===== config.mk =====
export PLATFORM = sky130hd
export DESIGN_NAME = piso_serializer
export DESIGN_NICKNAME = d
export VERILOG_FILES = /design/src/rtl/piso_serializer.sv
export SDC_FILE = /design/constraint.sdc
export NUM_CORES = 1
export LEC_CHECK = 0
export BUFFER_PORTS_ARGS = -buffer_cell sky130_fd_sc_hd__buf_2
export CAP_MARGIN = 20
export CORE_AREA = 2 2 39 41
export CTS_CLUSTER_DIAMETER = 80
export DETAILED_ROUTE_END_ITERATION = 16
export DIE_AREA = 0 0 41 43
export PLACE_DENSITY = 0.75
export SYNTH_ARGS = -nofsm -noshare
export SYNTH_HDL_FRONTEND = slang
export SYNTH_SLANG_ARGS = --single-unit

===== constraint.sdc =====
create_clock -name clk -period 2.22 [get_ports clk]
set_input_delay 0.333 -clock clk [delete_from_list [all_inputs] [get_ports clk]]
set_output_delay 0.333 -clock clk [all_outputs]
set_load 0.03 [all_outputs]

===== src/rtl/piso_serializer.sv =====
// piso_serializer: parallel-in, serial-out word serializer with a valid/ready
// load handshake and first/last-bit framing strobes.
//
// Parameters
//   N          word width in bits (N >= 2)
//   LSB_FIRST  1: bit 0 leaves first, 0: bit N-1 leaves first
//   GAP        idle serial cycles forced between consecutive words (0..255)
// Ports
//   clk          sole clock, rising edge
//   rst_n        synchronous active-low reset
//   load_data    word to serialize, sampled on handshake only
//   load_valid   upstream offers a word
//   load_ready   block can accept a word this cycle (combinational)
//   sout         serial data bit (0 when no word bit is on the line)
//   sout_valid   sout carries a word bit
//   frame_start  first bit of a word
//   frame_end    last bit of a word
//   busy         word in flight or gap pending
module piso_serializer #(
  parameter int unsigned N         = 8,
  parameter bit          LSB_FIRST = 1'b1,
  parameter int unsigned GAP       = 0
) (
  input  logic         clk,
  input  logic         rst_n,
  input  logic [N-1:0] load_data,
  input  logic         load_valid,
  output logic         load_ready,
  output logic         sout,
  output logic         sout_valid,
  output logic         frame_start,
  output logic         frame_end,
  output logic         busy
);

  localparam int unsigned CW = (N > 1) ? $clog2(N) : 1;
  localparam int unsigned GW = 8;

  localparam logic [CW-1:0] CNT_LAST = CW'(N - 1);
  // Unused when GAP == 0; kept at 0 so the constant stays in range.
  localparam logic [GW-1:0] GAP_LAST = (GAP > 0) ? GW'(GAP - 1) : '0;

  localparam logic [1:0] S_IDLE  = 2'd0;
  localparam logic [1:0] S_SHIFT = 2'd1;
  localparam logic [1:0] S_GAP   = 2'd2;

  logic [1:0]    state_q, state_d;
  logic [N-1:0]  shreg_q, shreg_d;
  logic [CW-1:0] cnt_q,   cnt_d;
  logic [GW-1:0] gcnt_q,  gcnt_d;

  logic last_bit;
  logic gap_done;
  logic accept;

  assign last_bit = (state_q == S_SHIFT) && (cnt_q == CNT_LAST);
  assign gap_done = (state_q == S_GAP) && (gcnt_q == GAP_LAST);

  // Ready on the last bit lets GAP == 0 streams run without a bubble.
  assign load_ready = rst_n && ((state_q == S_IDLE) ||
                                (last_bit && (GAP == 0)) ||
                                gap_done);
  assign accept     = load_valid && load_ready;

  // State and datapath registers.
  always_ff @(posedge clk) begin
    if (!rst_n) begin
      state_q <= S_IDLE;
      shreg_q <= '0;
      cnt_q   <= '0;
      gcnt_q  <= '0;
    end else begin
      state_q <= state_d;
      shreg_q <= shreg_d;
      cnt_q   <= cnt_d;
      gcnt_q  <= gcnt_d;
    end
  end

  // Next-state logic; an accepted word overrides whatever the state would do.
  always_comb begin
    state_d = state_q;
    shreg_d = shreg_q;
    cnt_d   = cnt_q;
    gcnt_d  = gcnt_q;

    case (state_q)
      S_IDLE: begin
      end
      S_SHIFT: begin
        shreg_d = LSB_FIRST ? (shreg_q >> 1) : (shreg_q << 1);
        cnt_d   = cnt_q + CW'(1);
        if (last_bit) begin
          if (GAP > 0) begin
            state_d = S_GAP;
            gcnt_d  = '0;
          end else begin
            state_d = S_IDLE;
          end
        end
      end
      S_GAP: begin
        gcnt_d = gcnt_q + GW'(1);
        if (gap_done) begin
          state_d = S_IDLE;
        end
      end
      default: begin
        state_d = S_IDLE;
      end
    endcase

    if (accept) begin
      shreg_d = load_data;
      cnt_d   = '0;
      state_d = S_SHIFT;
    end
  end

  // Output decode from registered state.
  always_comb begin
    sout_valid  = (state_q == S_SHIFT);
    sout        = sout_valid && (LSB_FIRST ? shreg_q[0] : shreg_q[N-1]);
    frame_start = sout_valid && (cnt_q == '0);
    frame_end   = last_bit;
    busy        = (state_q != S_IDLE);
  end

endmodule


; ---- Yosys cells after proc, flatten, opt, wreduce, memory -nomap -nowiden
; Cells that the tools add are included.
[word_totals]
output_inout_bits = 6
register_bits = 21
word_cells = 39
[classes]
bitwise = 2
n_mux = 6
addsub = 2
reduce_logical = 16
eq_ne = 8
[op_table]
columns = operator, n
row1 = 2-to-1 mux 8 bit, 2
row2 = adder 8 x 1 -> 8 bit (second input constant), 1
row3 = logical NOT 8 bit, 1
row4 = logical AND 1 bit, 6
row5 = case mux 2 bit (3 select lines), 1
row6 = AND reduction 3 bit, 2
row7 = 2-to-1 mux 2 bit, 2
row8 = != test 2 bit (second input constant), 2
row9 = nonzero test 2 bit, 2
row10 = adder 3 x 1 -> 3 bit (second input constant), 1
row11 = == test 3 bit (second input constant), 1
row12 = logical NOT 3 bit, 1
row13 = != test 3 x 1 -> 1 bit (second input constant), 1
row14 = != test 3 bit (second input constant), 1
row15 = == test 2 x 1 -> 1 bit (second input constant), 1
row16 = == test 2 bit (second input constant), 1
row17 = logical NOT 2 bit, 1
row18 = logical OR 1 bit, 2
row19 = != test 2 x 1 -> 1 bit (second input constant), 1
row20 = NOT 1 bit, 2
row21 = OR reduction 2 bit, 1
row22 = 2-to-1 mux 1 bit, 1

; ---- Longest topological paths before layout
; Gate-level depths: netlist of the first run.
[depth]
ltp_word = 8
depth_mapped = 7
ltp_nobuf = 5

; ---- Least setup slack after synthesis of the first run
; Ideal clock, no wire load.
[synth_path]
path_kind = reg2out
start = register state_q[0]
end = output frame_start
t_required_ps = 1887
n_path_buf = 2
t_arrival_ps = 1380
path_stages_with_launch = 5
setup_slack_ps = 507
path_cell_list = dfxtp_1 -> buf_6 -> buf_2 -> nand2_1 -> nor2_1
[synth_between]
elab_chain_len = 2
[synth_rtl]
columns = element, line_no
row1 = start: declaration, 47  ; logic [1:0] state_q, state_d;
row2 = start signal: assignment, 73  ; state_q <= state_d;
row3 = == test 2 x 1 -> 1 bit, 122  ; sout_valid = (state_q == S_SHIFT);
row4 = logical AND 1 bit, 124  ; frame_start = sout_valid && (cnt_q == '0);
row5 = end: declaration, 31  ; output logic frame_start,
; No other way between the ends.

; ---- Worst setup path in the final report of the first run
[layout_path]
start = register cnt_q[0]
end = output load_ready
[layout_between]
elab_chain_len = 5
[layout_rtl]
columns = element, line_no
row1 = start: declaration, 49  ; logic [CW-1:0] cnt_q, cnt_d;
row2 = start signal: assignment, 75  ; cnt_q <= cnt_d;
row3 = == test 3 bit, 56  ; assign last_bit = (state_q == S_SHIFT) && (cnt_q == CNT_LAST);
row4 = logical AND 1 bit, 56
row5 = logical OR 1 bit, 60  ; assign load_ready = rst_n && ((state_q == S_IDLE) ||
row6 = logical OR 1 bit, 61  ; (last_bit && (GAP == 0)) ||
row7 = logical AND 1 bit, 60
row8 = end: declaration, 28  ; output logic load_ready,
; No other way between the ends.

==> flow_summary.json, run 1 <==
{
  "syn_nets": 85,
  "ctsResizeCount": 0,
  "cp_slowest_cell": "dfxtp_1",
  "ir_drop_v": 0.000307,
  "io_pins": 17,
  "post_drt_wl_per_cell_um": 10.8,
  "status": "complete, no violations",
  "yosys.area_share.adder": 0.0569,
  "synthTopCellsByArea": "dfxtp_1 36%, mux2i_1 12%, o21ai_0 6.8%",
  "root_buffer": "clkbuf_4",
  "gp_congestion": 0.704,
  "hold_start": "rst_n",
  "yosysTopAreaCellShare": 0.364,
  "ff2ff_setup_slack_ns": 0.81,
  "critical_path_required_ns": 1.89,
  "cp-end-kind": "output pin",
  "max_freq_mhz": 546,
  "r2r-start": "cnt_q[0]$_SDFFE_PP0P_",
  "min_path_type": "input pin to flop",
  "tightest_slew_ns": 0.242,
  "ys_warn_count": 0,
  "die_h_um": 43,
  "reg2reg_depth": 5,
  "diodes": 0,
  "crit_top_cell": "ha_1",
  "grt_pass1_wl_um": 1810,
  "cp_cell_sequence": "ha_1 -> ha_1 -> nor2b_4 -> nor2b_1 -> buf_2",
  "core_um2": 1380,
  "ys_seq_area_frac": 0.364,
  "vias_per_cell": 4.94,
  "cts.htree.levels": 1,
  "rsz0062_at_grt": "false",
  "ys_seq_elements": 12,
  "area_growth_syn_to_layout_pct": 11.4,
  "antenna_left": 0,
  "clock-sinks": 12,
  "layout.nets": 100,
  "die_x_um": 41,
  "p_leak_nw": 0.351,
  "synth_top_area_cell": "dfxtp_1",
  "final.setup.tns_ns": 0,
  "antenna_found_initial": 0,
  "dr.pass1.iters": 4,
  "maxCapViolCount": 0,
  "clk_pin_slew_ns": 0.07,
  "whs_path_depth": 2,
  "powerDensity_nw_per_um2": 620,
  "clk_path_buf_depth": 2,
  "critPathTopFamily": "adder cells",
  "synthMuxAreaShare": 0.139,
  "worstSkewPairLatency_ns": 0.27,
  "post_cts_buffers": 0,
  "wl_um": 1080,
  "port_buffers": 16,
  "first_global_vias": 431,
  "finalHoldViolCount": 0,
  "numCtsBuffers": 3,
  "syn_avg_cell_area_um2": 9.29,
  "synth_area_um2": 659,
  "p_total_mw": 0.455,
  "period_minus_slack_ns": 1.83,
  "holdBufCountCts": 0,
  "synth-compound-area-share": 0.133,
  "timing.rr.end": "cnt_q[1]$_SDFFE_PP0P_",
  "initial_core_util": 0.476,
  "post-dp-hpwl_um": 777,
  "synth_edf_count": 0,
  "path_buf_inv": 1,
  "cp_slowest_stage_delay_ns": 0.33,
  "synth_top_family_by_area": "simple AND/OR/NAND/NOR gates",
  "ys_types": 22,
  "path_class": "flop to output pin",
  "slew_headroom": 0.838,
  "synthSimpleGateAreaFrac": 0.199,
  "drc_errors": 0,
  "worstPathMaxFanout": 10,
  "synthArstFlopShare": 0,
  "start_kind": "flop",
  "period_share": 0.825,
  "die-area_um2": 1760,
  "grt_usage": 0.153,
  "rows": 14,
  "grt_max_degree": 14,
  "drtIter0Drc": 5,
  "cts_tree": "done",
  "grt_remaining_overflow": 0,
  "placed_cell_area_um2": 712,
  "fin_skew_ns": 0.00542,
  "layout-drive-gt1-share": 0.274,
  "syn_inst": 71,
  "synth_xor_xnor_area_share": 0.0133,
  "vias": 494,
  "arrival_ns": 1.50,
  "fin_area_um2": 734,
  "fillers": 130,
  "worstHoldEndpoint": "state_q[0]$_SDFFE_PN0P_",
  "ys.flop_type": "dfxtp_1",
  "setup_viol": 0,
  "drv_slew": 0
}
## power breakdown
group / internal (mW) / switching (mW)
clock network: 0.0628 / 0.0687
logic: 0.0384 / 0.0460
registers: 0.230 / 0.00941
## state kept, by name, indices dropped and copies added (netlist names)
signal / count
shreg_q: 8
cnt_q: 3
state_q: 1
## area by class of cell
| cell class | count | area [um2] | share of cell area |
|---|---|---|---|
| repair buffers | 17 | 87.6 | 0.119 |
| flip-flops and latches | 12 | 240 | 0.327 |
| inverters | 2 | 7.51 | 0.0102 |
| clock buffers | 3 | 22.5 | 0.0307 |
| well taps | 16 | 20.0 | 0.0273 |
| multi-input cells | 50 | 357 | 0.486 |
## cells in the mapped netlist (2+ instances only)
cell type	instances
and3_1	3
o21ai_0	9
inv_1	2
and2_1	3
ha_1	3
nand2_1	2
dfxtp_1	12
a21oi_1	7
nand2b_1	7
mux2i_1	8
buf_6	3
buf_2	2
## metal layers
metal	track usage	vias to the layer above	routed length [um]	share of wire
li1	-	264	-	-
met1	0.201	215	490	0.45
met2	0.216	13	536	0.49
met3	0.0157	2	40	0.037
met4	0.120	0	15	0.014
met5	0	-	0	0
## worst max-delay path by stage
| stage | start | to | slack (ns) | depth (start not counted) |
|---|---|---|---|---|
| after global placement | cnt_q[0]$_SDFFE_PP0P_ | load_ready | 0.70 | 5 |
| final | cnt_q[0]$_SDFFE_PP0P_ | load_ready | 0.39 | 5 |
| after floorplan | state_q[0]$_SDFFE_PN0P_ | frame_start | 0.51 | 4 |
| after detailed placement | cnt_q[0]$_SDFFE_PP0P_ | load_ready | 0.69 | 5 |
| after CTS | cnt_q[0]$_SDFFE_PP0P_ | load_ready | 0.38 | 5 |
| after global routing | cnt_q[0]$_SDFFE_PP0P_ | load_ready | 0.30 | 5 |
## cells in the final DEF (no fill, tap or decap), types with 2 or more instances in the layout
cell	synthesis	final
mux2i_1	8	8
dfxtp_1	12	12
nand2_1	2	2
nand2b_1	7	7
and2_1	3	3
buf_2	2	16
inv_1	2	2
ha_1	3	3
o21ai_0	9	9
and3_1	3	3
a21oi_1	7	7
clkbuf_4	0	3
## per-stage QoR
stage,hold slack [ns],setup WS [ns],utilization,cells
4_1_cts,0.373,0.383,0.531,100
6_report,0.382,0.389,0.531,100
2_1_floorplan,0.479,0.507,-,71
3_3_place_gp,0.524,0.704,0.514,97
3_5_place_dp,0.533,0.691,0.514,97
5_1_grt,0.397,0.303,0.531,100
## cell families after synthesis
kind of cell | Yosys count
flops | 12
buf+inv | 9
fa+ha+maj | 3
mux | 9
simple gates | 20
xor+xnor | 1
compound gates | 17
## worst register-to-register path, delay by kind of cell (launching register included)
kind | cells | cell delay [ns]
adders and majority gates | 2 | 0.43
DFF | 1 | 0.33
and+or+nand+nor | 3 | 0.60
Power figures use the tool's default switching activity.
==> run 2: changes to the inputs <==
- ABC_AREA: default -> 1
- CORE_AREA: 2 2 39 41 -> default
- CORE_MARGIN: default -> 2
- CORE_UTILIZATION: default -> 52
- DIE_AREA: 0 0 41 43 -> default
- PLACE_DENSITY: 0.75 -> 0.77
- clock period: 2.22 -> 1.73 ns (I/O delays scaled with it)
==> flow_summary.json, run 2 <==
{
  "die_x_um": 42.9,
  "synth_top_family_by_area": "simple AND/OR/NAND/NOR gates",
  "grt_remaining_overflow": 0,
  "holdBufCountCts": 0,
  "ys_seq_area_frac": 0.305,
  "area_growth_syn_to_layout_pct": 11.0,
  "r2r-start": "cnt_q[0]$_SDFFE_PP0P_",
  "whs_path_depth": 3,
  "ctsResizeCount": 0,
  "wl_um": 1380,
  "final_cell_mix": "28 x nand2_1, 15 x buf_2, 12 x dfxtp_1",
  "synthMuxAreaShare": 0,
  "final.setup.tns_ns": 0,
  "synth_area_um2": 787,
  "p_clk_frac": 0.338,
  "die-area_um2": 1840,
  "intPower_mw": 0.472,
  "path_class": "flop to output pin",
  "grt_usage": 0.172,
  "maxCapViolCount": 0,
  "layout.nets": 128,
  "switching_power_mw": 0.204,
  "synth-compound-area-share": 0.135,
  "cp-end-kind": "output pin",
  "grt_pass1_wl_um": 2320,
  "largest_register_ffs": 8,
  "diodes": 0,
  "initial_core_util": 0.541,
  "vias_per_cell": 5.13,
  "clk_path_buf_depth": 2,
  "syn_avg_cell_area_um2": 8.03,
  "worstPathMaxFanout": 3,
  "fin_skew_ns": 0.00548,
  "period_share": 0.939,
  "clock-sinks": 12,
  "antenna_found_initial": 0,
  "numCtsBuffers": 3,
  "synthArstFlopShare": 0,
  "grt_max_degree": 20,
  "p_leak_nw": 0.411,
  "antenna_left": 0,
  "start_kind": "flop",
  "syn_inst": 98,
  "synth_edf_count": 0,
  "ys_warn_count": 0,
  "timing.rr.end": "shreg_q[6]$_SDFFE_PN0P_",
  "yosys.area_share.adder": 0.0477,
  "ys_seq_elements": 12,
  "final_common_cell": "nand2_1",
  "ys_top_cells_by_count": "28 x nand2_1, 12 x dfxtp_1, 11 x a21oi_2, 11 x inv_1, 8 x nand3_2",
  "cts.htree.levels": 1,
  "critical_path_required_ns": 1.47,
  "status": "complete, no violations",
  "largestRegisters": "shreg_q (8), cnt_q (3), state_q (1)",
  "worstSkewPairLatency_ns": 0.28,
  "post-dp-hpwl_um": 1020,
  "first_global_vias": 552,
  "cts_tree": "done",
  "setup_viol": 0,
  "vias": 662,
  "top_layer": "met4",
  "reg2reg_depth": 8,
  "gp_congestion": 0.754,
  "regMostFlops": "shreg_q",
  "arrival_ns": 1.36,
  "rsz0062_at_grt": "false",
  "switching_share": 0.301,
  "wl_met2_um": 691,
  "p_comb_frac": 0.211,
  "wl_met3_um": 72,
  "drtIter0Drc": 7,
  "powerDensity_nw_per_um2": 774,
  "yosysTopAreaCellShare": 0.305,
  "power_frac_seq": 0.451,
  "root_buffer": "clkbuf_4",
  "ys.flop_type": "dfxtp_1",
  "worstHoldEndpoint": "shreg_q[7]$_SDFFE_PN0P_",
  "drv_slew": 0,
  "port_buffers": 16,
  "synthSimpleGateAreaFrac": 0.367,
  "synthTopCellsByArea": "dfxtp_1 31%, nand2_1 13%, a21oi_2 12%",
  "ir_drop_v": 0.000475,
  "met1_length_um": 558,
  "hold_start": "load_data[7]",
  "period_minus_slack_ns": 1.62,
  "core_um2": 1450,
  "synth_top_area_cell": "dfxtp_1",
  "max_freq_mhz": 616,
  "tightest_slew_ns": 0.253,
  "layout-drive-gt1-share": 0.407,
  "synth_most_common_cell": "nand2_1",
  "ff2ff_setup_slack_ns": 0.30,
  "holdWs_ns": 0.268,
  "post_cts_buffers": 0,
  "clk_pin_slew_ns": 0.07,
  "die_h_um": 42.9,
  "slew_headroom": 0.831,
  "synth_xor_xnor_area_share": 0,
  "io_pins": 17,
  "ys_types": 19,
  "post_drt_wl_per_cell_um": 10.7,
  "syn_nets": 112,
  "min_path_type": "input pin to flop",
  "rows": 14,
  "dr.pass1.iters": 4,
  "drc_errors": 0,
  "finalHoldViolCount": 0
}
==> run 2: critical path: stages, from the launching register on <==
cell     delay, ns
dfxtp_1       0.36
ha_1          0.16
ha_1          0.17
inv_2         0.08
a21oi_2       0.15
buf_4         0.18
==> run 2: worst max path at each step <==
stage	from	end	slack, ns	cells past startpoint
after detailed placement	cnt_q[0]$_SDFFE_PP0P_	shreg_q[1]$_SDFFE_PN0P_	0.30	8
after global routing	cnt_q[0]$_SDFFE_PP0P_	load_ready	0.03	5
after floorplan	state_q[0]$_SDFFE_PN0P_	frame_start	0.11	4
final	cnt_q[0]$_SDFFE_PP0P_	load_ready	0.11	5
after global placement	cnt_q[0]$_SDFFE_PP0P_	shreg_q[3]$_SDFFE_PN0P_	0.33	8
after CTS	cnt_q[0]$_SDFFE_PP0P_	load_ready	0.07	5
==> run 2: metal layers <==
layer  global-route usage  up-vias
li1                     -      346
met1                0.213      287
met2                0.264       21
met3               0.0383        8
met4                0.113        0
met5                    0        -
==> run 2: metrics by stage <==
step / cell area (um2) / cells / setup WS (ns) / util / power (mW)
finish: 873 / 129 / 0.106 / 0.601 / 0.676
global route: 873 / 129 / 0.0272 / 0.601 / 0.718
CTS: 871 / 129 / 0.0663 / 0.599 / 0.678
detailed placement: 835 / 125 / 0.302 / 0.574 / 0.454
global placement: 835 / 125 / 0.325 / 0.574 / 0.450
floorplan: 787 / 98 / 0.108 / - / 0.433
==> run 2: layout make-up <==
| type | count | area (um2) |
|---|---|---|
| tap | 16 | 20.0 |
| timing repair buffer | 17 | 90.1 |
| inverter | 14 | 53.8 |
| sequential | 12 | 240 |
| clock buffer | 4 | 36.3 |
| multi-input combinational | 66 | 433 |
| fill | 132 | 581 |
==> run 2: kinds of logic (layout without fill, tap and decap cells) <==
family | Yosys count | after routing
AOI/OAI and AO/OA | 13 | 13
and+or+nand+nor | 50 | 50
buffers and inverters | 20 | 35
adders and majority gates | 3 | 3
DFF | 12 | 12
==> run 2: power by group through the flow <==
stage	Sequential (mW)	Clock (mW)	Combinational [mW]
floorplan	0.313	0	0.120
global placement	0.310	0	0.140
detailed placement	0.311	0	0.143
CTS	0.305	0.230	0.143
global route	0.307	0.254	0.157
finish	0.305	0.229	0.142
